<file path="src/rtl/neuron_layer_ctrl.sv">
// neuron_layer_ctrl: steps one shared neuron across M weight rows to form a fully connected layer.
// Rows load through the config port while idle; results are presented as one packed vector.
module neuron_layer_ctrl #(
    parameter int N     = 4,
    parameter int WIDTH = 8,
    parameter int M     = 4,
    parameter int AW    = 2,
    localparam int YW   = 2*WIDTH+2
) (
    input  logic                 clk,
    input  logic                 rst,
    input  logic                 cfg_we_i,
    input  logic [AW-1:0]        cfg_addr_i,
    input  logic [N*WIDTH-1:0]   cfg_w_i,
    input  logic [WIDTH-1:0]     cfg_b_i,
    output logic                 busy_o,
    input  logic                 in_valid_i,
    output logic                 in_ready_o,
    input  logic [N*WIDTH-1:0]   in_x_i,
    output logic [N*WIDTH-1:0]   nrn_x_o,
    output logic [N*WIDTH-1:0]   nrn_w_o,
    output logic [WIDTH-1:0]     nrn_b_o,
    input  logic [YW-1:0]        nrn_y_i,
    output logic                 out_valid_o,
    input  logic                 out_ready_i,
    output logic [M*YW-1:0]      out_y_o
);
    typedef enum logic [1:0] {IDLE, RUN, DONE} state_t;
    state_t               state_q;
    logic [AW-1:0]        idx_q;
    logic [N*WIDTH-1:0]   x_q;
    logic [N*WIDTH-1:0]   w_q [M];
    logic [WIDTH-1:0]     b_q [M];
    logic [YW-1:0]        y_q [M];
    logic                 cfg_ok;
    // AW+1 bits hold M exactly even when M == 2**AW
    assign cfg_ok = cfg_we_i && state_q == IDLE && ({1'b0, cfg_addr_i} < (AW+1)'(M));
    always_ff @(posedge clk) begin
        if (rst) begin
            state_q <= IDLE;
            idx_q   <= '0;
            x_q     <= '0;
            for (int j = 0; j < M; j++) begin
                w_q[j] <= '0;
                b_q[j] <= '0;
                y_q[j] <= '0;
            end
        end else begin
            if (cfg_ok) begin
                w_q[cfg_addr_i] <= cfg_w_i;
                b_q[cfg_addr_i] <= cfg_b_i;
            end
            case (state_q)
                IDLE: if (in_valid_i) begin
                    x_q     <= in_x_i;
                    idx_q   <= '0;
                    state_q <= RUN;
                end
                RUN: begin
                    y_q[idx_q] <= nrn_y_i;
                    if (idx_q == AW'(M-1)) begin
                        idx_q   <= '0;
                        state_q <= DONE;
                    end else begin
                        idx_q <= idx_q + AW'(1);
                    end
                end
                DONE: if (out_ready_i) state_q <= IDLE;
                default: state_q <= IDLE;
            endcase
        end
    end
    assign busy_o      = state_q != IDLE;
    assign in_ready_o  = state_q == IDLE;
    assign out_valid_o = state_q == DONE;
    assign nrn_x_o     = x_q;
    assign nrn_w_o     = w_q[idx_q];
    assign nrn_b_o     = b_q[idx_q];
    always_comb begin
        out_y_o = '0;
        for (int j = 0; j < M; j++) out_y_o[j*YW +: YW] = y_q[j];
    end
endmodule
</file>
<file path="config.mk">
export PLATFORM = sky130hd
export DESIGN_NAME = neuron_layer_ctrl
export DESIGN_NICKNAME = d
export VERILOG_FILES = /design/src/rtl/neuron_layer_ctrl.sv
export SDC_FILE = /design/constraint.sdc
export NUM_CORES = 1
export LEC_CHECK = 0
export CAP_MARGIN = 20
export CORE_ASPECT_RATIO = 0.8
export CORE_MARGIN = 5
export CORE_UTILIZATION = 25
export CTS_CLUSTER_SIZE = 30
export DETAILED_ROUTE_END_ITERATION = 8
export PLACE_DENSITY = 0.42
export SYNTH_ARGS = -nofsm -noshare
export SYNTH_HDL_FRONTEND = slang
export SYNTH_SLANG_ARGS = --single-unit
</file>
<file path="constraint.sdc">
create_clock -name clk -period 7.2 [get_ports clk]
set_input_delay 1.08 -clock clk [delete_from_list [all_inputs] [get_ports clk]]
set_output_delay 1.08 -clock clk [all_outputs]
set_load 0.02 [all_outputs]
</file>
* Word level (Yosys, flattened, before mapping)
Memories as Yosys holds them, arrays and structs flattened. A register that Yosys moved wholly into a read port is not among the register bits. Cells that the tools add are included.
Word-level totals: flip-flop bits (word level) 36, latch bits 0, bits in writable memories 232, bits in read-only memories 0, bits of input ports 97, logic and storage cells 51, memories kept 3
Cells by class: add/sub/neg operators 1, multipliers 0, divide/modulo/power cells 0, order comparisons 0, eq/ne operators 6, shifts and indexed selects 0, muxes and demuxes 28, bitwise gates (word level) 0, reductions and logical operators 10
Memories:
- w_q | words 4, bits a word 32, read ports 1, clocked after memory_dff 1, write ports 4, RTL line 32 | logic [N*WIDTH-1:0] w_q [M];
- y_q | words 4, bits a word 18, read ports 4, clocked after memory_dff 0, write ports 4, RTL line 34 | logic [YW-1:0] y_q [M];
- b_q | words 4, bits a word 8, read ports 1, clocked after memory_dff 1, write ports 4, RTL line 33 | logic [WIDTH-1:0] b_q [M];
Operators by type and width (count):
- 2-to-1 mux 32 bit | 1
- OR reduction 32 bit | 1
- 2-to-1 mux 2 bit | 12
- 2-to-1 mux 18 bit | 1
- OR reduction 18 bit | 1
- 2-to-1 mux 1 bit | 11
- 2-to-1 mux 8 bit | 1
- OR reduction 8 bit | 1
- case mux 2 bit (3 select lines) | 1
- equality test 2 bit (second input constant) | 2
- inequality test 2 bit (second input constant) | 2
- case mux 2 bit (2 select lines) | 1
- AND reduction 2 bit | 2
- nonzero test 2 bit | 2
- AND reduction 3 bit | 1
- adder 2 x 1 -> 2 bit (second input constant) | 1
- equality test 2 x 1 -> 1 bit (second input constant) | 1
- logical NOT 2 bit | 1
- inequality test 2 x 1 -> 1 bit (second input constant) | 1
- logical AND 1 bit | 1

* Logic depth before layout (Yosys ltp)
depth after elaboration 7, gate-level depth with buffers 5, gate-level depth less buffers 3

* Least setup slack after synthesis
No wires, ideal clock.
kind input port to flip-flop, start in rst, end mem b_q[0][0] (enable), arrival time 4842 ps, required time 6703 ps, setup slack 1860 ps, cell stages on the path 4, cells stage by stage or4b_1 -> buf_2 -> buf_6 -> o31ai_1
RTL lines:
- start: declaration | RTL line 11 | input logic rst,
- end: declaration | RTL line 33

==> flow_metrics.py <==
metrics = {
    "sta": {
        "fin_crit_sh_pct": 56.42,
        "tightest_slew_ps": 1058,
        "setup_viol": 0,
        "fin_ws_ps": 3138,
        "slew_headroom_pct": 29.44,
        "hold_viol_final": 0,
        "tns_ps": 0,
        "period_needed_ps": 4062,
        "timing.fmax_mhz": 246.2,
        "slew_viol_final": 0,
        "finClkSkew_ps": 10.31,
        "grt_setup_unrepaired": "no",
    },
    "detailed_routing": {
        "drc_errors": 0,
        "drt_first_pass_iters": 4,
        "viasPerCell": 4.360,
        "post_drt_wl_per_cell_um": 20.13,
        "drt_wl_total_um": 33340,
        "dr.first_iter.drc_count": 415,
        "vias": 7220,
        "ant_nets": 0,
    },
    "critical_path": {
        "worst_path_max_delay_cell": "buf_4",
        "critPathCaptureType": "output port",
        "cpLargestDelayFamily": "buffers and inverters",
        "critPathBufInv": 2,
        "cp_max_fo": 32,
        "crit_path_start_kind": "flop",
        "r2r-start": "state_q[0]",
        "cpPeakStageDelay_ps": 660,
        "required_ps": 6120,
        "worstSetupPathType": "reg2out",
        "crit_chain": "buf_4, mux4_2, clkdlybuf4s50_1",
        "critPathArrivalTime_ps": 2980,
    },
    "yosys": {
        "synth_area_per_cell_sq_um": 14.26,
        "syn-num-nets": 903,
        "async_reset_ff_share_pct": 0,
        "synth_cell_types": 31,
        "ys_warn_count": 0,
        "yosys.area.top_type": "edfxtp_1",
        "ys_top_cells_by_area": "edfxtp_1 61%, mux4_2 7.8%, dfxtp_1 6.6%, nand2b_1 3.9%, nor3_1 3.0%",
        "ys_ff_latch": 270,
        "synth_commonest_cells": "232 x edfxtp_1, 71 x nand2b_1, 68 x nor3_1",
        "syn_area_sq_um": 11480,
        "ys.flop_type": "edfxtp_1",
        "netlist.area_leader.share_pct": 60.70,
        "netlist_instances": 805,
        "ys_seq_area_share_pct": 67.33,
        "synth_edf_count": 232,
        "synth.most_common_cell": "edfxtp_1",
    },
    "clock_tree": {
        "clk_latency_ps": 560,
        "clk_pin_slew_ps": 60,
        "cts_tree": "done",
        "cts.sinks": 270,
        "clockBufferDepth": 3,
        "cts-root-buf": "clkbuf_16",
        "ctsResizeCount": 0,
        "numCtsBuffers": 31,
        "htreeDepth": 1,
        "holdBufCountCts": 0,
        "cts_setup_buffers": 0,
    },
    "power_and_ir_drop": {
        "powerDensity_nw_per_um2": 241.4,
        "total_leakage_power_nw": 5.497,
        "ir_drop_mv": 0.1663,
    },
    "worst_hold_path": {
        "hp-class": "reg2reg",
        "hp-start": "nrn_x_o[18]",
    },
    "finish": {
        "fin_area_sq_um": 15400,
        "fillers": 4514,
        "seq_area_sq_um": 7730,
        "nets": 1123,
        "multi_input_area_sq_um": 3248,
        "drive_above_1_share_pct": 13.71,
        "area_growth_pct": 34.20,
    },
    "global_routing": {
        "grt_pass1_vias": 7543,
        "grt_start_max_net_pins": 89,
        "antenna_found_initial": 2,
        "grt_pass1_wl_um": 50260,
        "grt_overflow": 0,
        "track_usage_pct": 12.79,
    },
    "floorplanning": {
        "fp.dieW_um": 249.6,
        "core_area_sq_um": 45540,
        "die_area_sq_um": 50320,
        "row_count": 70,
        "ios": 244,
        "start_util_pct": 25.20,
        "die_h_um": 201.6,
    },
    "status": {
        "status": "completed",
    },
    "placed_design": {
        "dpl_cell_area_sq_um": 14520,
        "place_congestion": 0.7599,
        "place_worst_setup_slack_ps": 3030,
        "numPortBuffers": 243,
        "dp_hpwl_um": 20620,
    },
    "flow_run": {
        "cap_violations": 0,
    },
}
layout make-up:
class	instances	area share (%)
tap	612	4.972
antenna	1	0.01625
clock buffer	42	5.435
timing repair buffer	260	16.52
multi-input combinational	401	21.09
inverter	61	1.487
sequential	270	50.19
clock inverter	9	0.2924
per-layer routing:
layer  wire length [um]  global-route usage [%]  share of wire [%]  vias up
met5                 23                       0              0.069        -
met4                701                   2.704                2.1        4
met3               1691                   3.334                5.1       50
met2              15430                   20.10                 46      169
met1              15500                   17.98                 46     3585
li1                   -                       -                  -     3412
through the flow:
| step | hold slack (ps) | utilization (%) | power (mW) | cells |
|---|---|---|---|---|
| after floorplan | 517.0 | - | 2.096 | 805 |
| after global placement | 457.0 | 31.88 | 2.346 | 1604 |
| after detailed placement | 463.5 | 31.88 | 2.346 | 1604 |
| after CTS | 475.4 | 33.81 | 3.789 | 1655 |
| after global routing | 495.9 | 33.81 | 3.879 | 1655 |
| final | 473.6 | 33.82 | 3.718 | 1656 |
tightest hold or removal path: stages, from the launching register on:
cell      delay [ps]
dfxtp_1          310
nand2b_1          60
mux2i_1           50
cells in the final DEF, fill, tap and decap left out, types with 3 or more instances in the layout:
| master | synthesis | routed |
|---|---|---|
| clkbuf_1 | 38 | 9 |
| and3_1 | 36 | 36 |
| dfxtp_1 | 38 | 36 |
| clkbuf_16 | 0 | 31 |
| mux4_2 | 40 | 40 |
| nor3_1 | 68 | 68 |
| nor3_2 | 30 | 30 |
| clkdlybuf4s50_1 | 0 | 240 |
| buf_2 | 20 | 3 |
| edfxtp_1 | 232 | 232 |
| inv_1 | 61 | 61 |
| clkinv_1 | 0 | 4 |
| clkinv_2 | 0 | 3 |
| mux2i_1 | 32 | 32 |
| nand2b_1 | 71 | 69 |
| nor2_1 | 61 | 61 |
| nor4_1 | 40 | 40 |
| buf_4 | 0 | 17 |
cell families after synthesis:
logic type / synth area share, %
adder cells (fa/ha/maj): 0.1090
multiplexers: 10.64
buffers and inverters: 4.862
flip-flops: 67.33
AO/OA/AOI/OAI: 0.7958
AND/OR/NAND/NOR: 16.27
state kept, by name (all words and copies together), names as in the netlist, named ones only:
register / count
b_q: 32
idx_q: 2
nrn_x_o: 32
y_q: 72
w_q: 128
state_q: 2
where the power goes:
part / switching [mW] / internal (mW) / leakage [nW]
logic: 0.275 / 0.211 / 2.34
registers: 0.0303 / 1.79 / 2.73
clock network: 0.616 / 0.800 / 0.425
total: 0.921 / 2.80 / 5.50
path summary, 6_finish.rpt:
| path | end | slack (ps) | depth (start not counted) |
|---|---|---|---|
| worst min register to register | nrn_x_o[18] | 470 | 2 |
| worst max register to register | w_q[2][20] | 4110 | 3 |
| worst max-delay path | nrn_b_o[5] | 3140 | 3 |
| worst min-delay path | nrn_x_o[18] | 470 | 2 |
No activity file was read; power rests on OpenSTA's default activity.
